### config.mk
export PLATFORM = sky130hd
export DESIGN_NAME = imm_target_gen
export DESIGN_NICKNAME = d
export VERILOG_FILES = /design/src/rtl/imm_target_pkg.sv /design/src/rtl/imm_target_dec.sv /design/src/rtl/imm_target_gen.sv
export SDC_FILE = /design/constraint.sdc
export NUM_CORES = 1
export LEC_CHECK = 0
export BUFFER_PORTS_ARGS = -buffer_cell sky130_fd_sc_hd__buf_2
export CAP_MARGIN = 20
export CELL_PAD_IN_SITES_DETAIL_PLACEMENT = 0
export CELL_PAD_IN_SITES_GLOBAL_PLACEMENT = 1
export CORE_ASPECT_RATIO = 0.5
export CORE_MARGIN = 2
export CORE_UTILIZATION = 30
export DETAILED_ROUTE_END_ITERATION = 7
export MAX_ROUTING_LAYER = met4
export PLACE_DENSITY = 0.63
export SYNTH_ARGS = -nofsm -noshare
export SYNTH_HDL_FRONTEND = slang
export SYNTH_SLANG_ARGS = --single-unit
### constraint.sdc
create_clock -name clk -period 8.7 [get_ports clk]
set_clock_uncertainty 0.1 [all_clocks]
set_input_delay 0.87 -clock clk [delete_from_list [all_inputs] [get_ports clk]]
set_output_delay 0.87 -clock clk [all_outputs]
set_load 0.03 [all_outputs]
### src/rtl/imm_target_pkg.sv
// Shared types for the pipelined immediate/target generator: opcodes,
// immediate format tags, the per-instruction result record and buffer states.
package imm_target_pkg;

  // Widest supported DataWidth; result records are sized for it and narrower
  // builds use the low bits.
  localparam int MaxDataWidth = 64;

  localparam logic [6:0] OpLui    = 7'b0110111;
  localparam logic [6:0] OpAuipc  = 7'b0010111;
  localparam logic [6:0] OpJal    = 7'b1101111;
  localparam logic [6:0] OpJalr   = 7'b1100111;
  localparam logic [6:0] OpLoad   = 7'b0000011;
  localparam logic [6:0] OpOpImm  = 7'b0010011;
  localparam logic [6:0] OpSystem = 7'b1110011;
  localparam logic [6:0] OpStore  = 7'b0100011;
  localparam logic [6:0] OpBranch = 7'b1100011;

  typedef enum logic [2:0] {
    IMM_NONE = 3'd0,
    IMM_I    = 3'd1,
    IMM_S    = 3'd2,
    IMM_B    = 3'd3,
    IMM_U    = 3'd4,
    IMM_J    = 3'd5
  } imm_type_e;

  typedef struct packed {
    logic [MaxDataWidth-1:0] imm;
    logic [MaxDataWidth-1:0] target;
    imm_type_e               imm_type;
    logic                    illegal;
  } imm_entry_t;

  typedef enum logic [1:0] {
    BUF_EMPTY = 2'd0,
    BUF_ONE   = 2'd1,
    BUF_TWO   = 2'd2
  } buf_state_e;

endpackage

### src/rtl/imm_target_dec.sv
// Combinational decode of one RV32 instruction into its sign-extended immediate
// and control-flow target. Optional JALR target resolution: IMM_TARGET_JALR_EN.
module imm_target_dec
  import imm_target_pkg::*;
#(
  parameter int DataWidth = 32
) (
  input  logic [31:0]          instruction,
  input  logic [DataWidth-1:0] pc,
`ifdef IMM_TARGET_JALR_EN
  input  logic [DataWidth-1:0] rs1_data,
`endif
  output imm_entry_t           entry
);

  logic [6:0]           opcode;
  logic [DataWidth-1:0] imm_i;
  logic [DataWidth-1:0] imm_s;
  logic [DataWidth-1:0] imm_b;
  logic [DataWidth-1:0] imm_u;
  logic [DataWidth-1:0] imm_j;
  logic [DataWidth-1:0] imm;
  logic [DataWidth-1:0] pc_plus_4;
  logic [DataWidth-1:0] pc_rel;
  logic [DataWidth-1:0] target;
  imm_type_e            imm_type;
  logic                 illegal;
  logic                 use_pc_rel;
  logic                 is_jalr;

  assign opcode = instruction[6:0];

  // A sized cast of a signed operand sign-extends up to DataWidth.
  assign imm_i = DataWidth'($signed(instruction[31:20]));
  assign imm_s = DataWidth'($signed({instruction[31:25], instruction[11:7]}));
  assign imm_b = DataWidth'($signed({instruction[31], instruction[7],
                                     instruction[30:25], instruction[11:8], 1'b0}));
  assign imm_u = DataWidth'($signed({instruction[31:12], 12'b0}));
  assign imm_j = DataWidth'($signed({instruction[31], instruction[19:12],
                                     instruction[20], instruction[30:21], 1'b0}));

  // NOTE: every always_comb output gets a default first so no path leaves it
  // unassigned, which would otherwise infer a latch.
  always_comb begin
    imm_type   = IMM_NONE;
    illegal    = 1'b0;
    use_pc_rel = 1'b0;
    is_jalr    = 1'b0;
    unique case (opcode)
      OpLui:    imm_type = IMM_U;
      OpAuipc:  begin imm_type = IMM_U; use_pc_rel = 1'b1; end
      OpJal:    begin imm_type = IMM_J; use_pc_rel = 1'b1; end
      OpJalr:   begin imm_type = IMM_I; is_jalr    = 1'b1; end
      OpLoad,
      OpOpImm,
      OpSystem: imm_type = IMM_I;
      OpStore:  imm_type = IMM_S;
      OpBranch: begin imm_type = IMM_B; use_pc_rel = 1'b1; end
      default:  illegal  = 1'b1;
    endcase
  end

  always_comb begin
    imm = '0;
    unique case (imm_type)
      IMM_I:   imm = imm_i;
      IMM_S:   imm = imm_s;
      IMM_B:   imm = imm_b;
      IMM_U:   imm = imm_u;
      IMM_J:   imm = imm_j;
      default: imm = '0;
    endcase
  end

  assign pc_plus_4 = pc + DataWidth'(4);
  assign pc_rel    = pc + imm;

  always_comb begin
    target = pc_plus_4;
    if (use_pc_rel) begin
      target = pc_rel;
    end
`ifdef IMM_TARGET_JALR_EN
    if (is_jalr) begin
      target = (rs1_data + imm) & ~DataWidth'(1);
    end
`else
    // Without rs1 the jump cannot be resolved here; the consumer handles it.
    if (is_jalr) begin
      target = pc_plus_4;
    end
`endif
  end

  always_comb begin
    entry          = '0;
    entry.imm      = MaxDataWidth'(imm);
    entry.target   = MaxDataWidth'(target);
    entry.imm_type = imm_type;
    entry.illegal  = illegal;
  end

endmodule

### src/rtl/imm_target_gen.sv
// Registered immediate/target generator with a 2-entry skid buffer between
// fetch and decode. Optional rs1_data port for JALR targets: IMM_TARGET_JALR_EN.
module imm_target_gen
  import imm_target_pkg::*;
#(
  parameter int                   DataWidth = 32,
  parameter logic [DataWidth-1:0] ResetPc   = '0
) (
  input  logic                 clk,
  input  logic                 rst_n,
  input  logic                 in_valid,
  output logic                 in_ready,
  input  logic [31:0]          instruction,
  input  logic [DataWidth-1:0] pc,
`ifdef IMM_TARGET_JALR_EN
  input  logic [DataWidth-1:0] rs1_data,
`endif
  input  logic                 flush,
  output logic                 out_valid,
  input  logic                 out_ready,
  output logic [DataWidth-1:0] out_imm,
  output logic [DataWidth-1:0] out_target,
  output imm_type_e            out_type,
  output logic                 out_illegal
);

  buf_state_e state_q;
  buf_state_e state_d;
  imm_entry_t dec_entry;
  imm_entry_t main_q;
  imm_entry_t skid_q;
  imm_entry_t out_entry;
  imm_entry_t reset_entry;
  logic       accept;
  logic       drain;
  logic       load_main;
  logic       load_skid;
  logic       skid_to_main;

  imm_target_dec #(
    .DataWidth (DataWidth)
  ) u_dec (
    .instruction (instruction),
    .pc          (pc),
`ifdef IMM_TARGET_JALR_EN
    .rs1_data    (rs1_data),
`endif
    .entry       (dec_entry)
  );

  // Both handshake outputs derive from the state register only, so out_ready
  // never reaches in_ready combinationally.
  assign in_ready  = rst_n && (state_q != BUF_TWO);
  assign out_valid = (state_q != BUF_EMPTY);
  assign accept    = in_valid && in_ready;
  assign drain     = out_valid && out_ready;

  // NOTE: sequential state uses non-blocking assignments so every flop samples
  // pre-edge values regardless of process ordering.
  always_ff @(posedge clk) begin
    if (!rst_n) begin
      state_q <= BUF_EMPTY;
    end else begin
      state_q <= state_d;
    end
  end

  always_comb begin
    state_d      = state_q;
    load_main    = 1'b0;
    load_skid    = 1'b0;
    skid_to_main = 1'b0;
    if (flush) begin
      state_d = BUF_EMPTY;
    end else begin
      unique case (state_q)
        BUF_EMPTY: begin
          if (accept) begin
            state_d   = BUF_ONE;
            load_main = 1'b1;
          end
        end
        BUF_ONE: begin
          unique case ({accept, drain})
            2'b10: begin
              state_d   = BUF_TWO;
              load_skid = 1'b1;
            end
            2'b01:   state_d   = BUF_EMPTY;
            2'b11:   load_main = 1'b1;
            default: state_d   = BUF_ONE;
          endcase
        end
        BUF_TWO: begin
          // in_ready is low here, so only a drain can move the buffer.
          if (drain) begin
            state_d      = BUF_ONE;
            skid_to_main = 1'b1;
          end
        end
        default: state_d = BUF_EMPTY;
      endcase
    end
  end

  // NOTE: the payload registers carry no reset; they are only loaded on an
  // accepted transfer and are never visible unless the state marks them valid.
  always_ff @(posedge clk) begin
    if (load_main) begin
      main_q <= dec_entry;
    end else if (skid_to_main) begin
      main_q <= skid_q;
    end
    if (load_skid) begin
      skid_q <= dec_entry;
    end
  end

  always_comb begin
    reset_entry          = '0;
    reset_entry.target   = MaxDataWidth'(ResetPc);
    reset_entry.imm_type = IMM_NONE;
    reset_entry.illegal  = 1'b0;
  end

  assign out_entry   = out_valid ? main_q : reset_entry;
  assign out_imm     = out_entry.imm[DataWidth-1:0];
  assign out_target  = out_entry.target[DataWidth-1:0];
  assign out_type    = out_entry.imm_type;
  assign out_illegal = out_entry.illegal;

  // Narrow builds leave the upper record bits idle; fold them into a sink.
  if (DataWidth < MaxDataWidth) begin : g_narrow
    logic unused_hi;
    assign unused_hi = ^{out_entry.imm[MaxDataWidth-1:DataWidth],
                         out_entry.target[MaxDataWidth-1:DataWidth]};
  end

endmodule

==> results.py <==
metrics = {
    "logic_synthesis": {
        "synth_top_family_by_area": "simple AND/OR/NAND/NOR gates",
        "syn_inst": 874,
        "synth_area_um2": 8628,
        "synthXorXnorAreaFrac_pct": 4.669,
        "synth_edf_count": 136,
        "synth-simple-area-share_pct": 20.93,
        "synth_compound_area_share_pct": 14.70,
        "ys_ff_latch": 138,
        "yosysSeqAreaShare_pct": 47.80,
        "synthAdderAreaFrac_pct": 5.162,
        "yosysUniqueCellTypes": 58,
        "syn_area_per_cell_um2": 9.872,
        "syn-num-nets": 978,
        "synthArstFlopShare_pct": 0,
        "synthMuxAreaShare_pct": 4.176,
        "ys.flop_type": "edfxtp_1",
        "yosys_warnings": 0,
    },
    "pwr": {
        "power_density_nw_per_um2": 154.1,
        "p_leak_nw": 4.312,
        "peakVddDrop_mv": 0.1322,
    },
    "sta": {
        "setup_viol": 0,
        "fin_crit_sh_pct": 60.10,
        "final_max_slew_viol_count": 0,
        "relSlewSlack_pct": 30.26,
        "setup_tns_ns": 0,
        "tightestPinTransition_ns": 1.046,
        "max_freq_mhz": 191.2,
        "fin_ws_ns": 3.471,
        "rsz0062_at_grt": "false",
        "finalHoldViolCount": 0,
        "hold_slack_ns": 0.4137,
        "fin_crit_ns": 5.229,
    },
    "cells_and_area": {
        "finalCoreUtilization_pct": 36.71,
        "finalNetCount": 1106,
        "area_delta_synth_final_pct": 19.04,
        "drive_gt1_share_pct": 20.89,
    },
    "detailed_routing": {
        "wl_met2_mm": 11.60,
        "dr.first_iter.drc_count": 560,
        "ant_nets": 0,
        "via_count": 7017,
        "wl_met3_mm": 1.028,
        "drtPass1Iterations": 5,
        "top_layer": "met4",
        "drt-met1-wl_mm": 12.28,
        "wl_mm": 25.35,
        "viasPerCell": 5.016,
        "route.detailed.drc": 0,
        "wl_per_cell_um": 18.12,
    },
    "cts": {
        "holdBufCountCts": 0,
        "worst_skew_pair.late_latency_ns": 0.44,
        "cts_tree": "built",
        "h-tree-depth": 4,
        "cts-root-buf": "clkbuf_16",
        "cts-resized-gates": 0,
        "cts_buffers": 17,
        "post_cts_buffers": 0,
        "clockBufferDepth": 2,
        "clk_pin_slew_ns": 0.06,
        "numClockSinks": 138,
    },
    "critical_path": {
        "cpMostUsedCell": "nor2_1",
        "rr_worst_depth": 10,
        "r2r_slack_ns": 4.98,
        "crit_slowest_cell": "nor2_1",
        "crit_required_ns": 8.79,
        "slowest_delay_ns": 0.59,
        "r2r-start": "state_q[1]",
        "crit_chain": "buf_2 -> nand4bb_1 -> nor2_1 -> or2_2 -> nor2_1 -> o21ai_1 -> buf_4 -> nand2_1 -> ha_1 -> a21oi_1 -> o211ai_1 -> a31oi_1 -> o221ai_1 -> o21ai_0 -> a22oi_1 -> and3_1 -> mux2_2",
        "r2r-end": "main_q[19]",
        "arrival_ns": 5.32,
        "cp_max_fo": 16,
        "path_class": "primary input to flop",
        "crit_path_start_kind": "primary input",
        "end_kind": "flop",
    },
    "min_path": {
        "hold_depth": 2,
        "worstHoldStart": "skid_q[72]",
        "hold_path_class": "flop to flop",
        "min_to": "main_q[72]",
    },
    "die": {
        "die_y_um": 123.9,
        "dieArea_um2": 30220,
        "rows": 43,
        "io_pins": 139,
        "fp.dieW_um": 243.8,
        "initial_core_util_pct": 30.84,
        "core_um2": 27980,
    },
    "global_routing": {
        "grt_pass1_wl_mm": 38.50,
        "grt_pass1_vias": 6707,
        "grt_max_degree": 71,
        "globalRouteOverflowTotal": 0,
        "antenna_found_initial": 1,
        "grt_usage_pct": 17.50,
    },
    "flow_run": {
        "drv_cap": 0,
    },
    "place": {
        "io_buffers": 138,
        "place.gp.congestion": 0.8821,
        "dp_hpwl_mm": 18.63,
        "post-place-ws_ns": 3.152,
    },
    "run_status": {
        "status": "completed",
    },
}
[cells in the final DEF (no fill, tap or decap), types with 5 or more instances in the layout]
| master | instances |
|---|---|
| nor2_1 | 61 |
| inv_1 | 20 |
| o221ai_1 | 6 |
| a21o_1 | 16 |
| a21oi_1 | 39 |
| o211ai_1 | 7 |
| nand4_1 | 11 |
| ha_1 | 34 |
| or2_2 | 5 |
| nor3_1 | 13 |
| and3_1 | 10 |
| and2_1 | 82 |
| edfxtp_1 | 136 |
| a31oi_1 | 25 |
| clkbuf_16 | 17 |
| nand3_1 | 19 |
| o31ai_1 | 6 |
| nand2b_1 | 7 |
| nand2_1 | 141 |
| o21ai_0 | 44 |
| xnor2_1 | 31 |
| mux2i_1 | 9 |
| xor2_1 | 15 |
| buf_4 | 7 |
| a211oi_1 | 12 |
| a22o_1 | 5 |
| mux2_2 | 24 |
| buf_2 | 138 |
| a22oi_1 | 5 |
[routing by layer]
layer	global-route usage, %	vias to the layer above
met1	23.13	3404
met5	-	-
met4	6.021	0
li1	-	3443
met2	27.06	141
met3	3.426	29
[sequential cells by signal, summed over array words and instances, names as in the netlist]
name and cells:
main_q 68, state_q 2, skid_q 68
[stage by stage]
| stage | total power, mW | std cells | instance area, um2 |
|---|---|---|---|
| 5_1_grt | 1.646 | 1398 | 10270 |
| 6_report | 1.582 | 1399 | 10270 |
| 2_1_floorplan | 0.8752 | 874 | 8628 |
| 4_1_cts | 1.598 | 1396 | 10240 |
| 3_5_place_dp | 0.9412 | 1364 | 9727 |
| 3_3_place_gp | 0.9403 | 1364 | 9727 |
[layout make-up]
cell class | count | area [um2]
clock buffers | 19 | 432.9
well taps | 382 | 478.0
flip-flops and latches | 138 | 4124
fillers | 2864 | 17710
diodes | 2 | 5.005
inverters | 20 | 75.07
clock inverters | 13 | 78.83
multi-input cells | 679 | 4307
repair buffers | 146 | 770.7
[cells by family (layout without fill, tap and decap cells)]
family	Yosys count	in the layout
simple gates	372	372
compound gates	193	193
flops	138	138
buf+inv	57	198
xor+xnor	46	46
fa+ha+maj	35	35
mux	33	33
other cells	0	2
[worst max-delay path, delay by kind of cell]
kind	cells	cell delay [ns]
adders and majority gates	1	0.39
AOI/OAI and AO/OA	7	1.70
buffers and inverters	2	0.38
and+or+nand+nor	6	1.71
muxes	1	0.26
[cell usage after synthesis, drive strengths merged, types with 11 or more instances]
library cell | count | area [um2]
a211oi | 12 | 90.09
a21o | 16 | 120.1
a21oi | 39 | 195.2
a31oi | 25 | 156.4
and2 | 82 | 513.0
clkbuf | 27 | 101.4
edfxtp | 136 | 4084
ha | 34 | 425.4
inv | 20 | 75.07
mux2 | 24 | 270.3
nand2 | 142 | 533.0
nand3 | 19 | 95.09
nand4 | 11 | 68.82
nor2 | 61 | 229.0
nor3 | 15 | 75.07
o21ai | 47 | 235.2
xnor2 | 31 | 271.5
xor2 | 15 | 131.4
[worst max path at each step]
stage	endpoint	start	slack, ns	depth (start not counted)
after global routing	main_q[30]	instruction[3]	3.04	17
after floorplan	skid_q[0]	state_q[1]	1.98	7
after detailed placement	main_q[31]	instruction[3]	3.15	17
final	main_q[31]	instruction[3]	3.47	17
after global placement	main_q[30]	instruction[3]	3.25	17
after CTS	skid_q[28]	instruction[3]	3.60	17
[report_power, final]
part	total (mW)	switching [mW]	internal, mW	leakage, nW
clock network	0.654	0.295	0.359	0.242
logic	0.186	0.119	0.0664	2.74
registers	0.742	0.00236	0.740	1.33
Power figures use the tool's default switching activity.
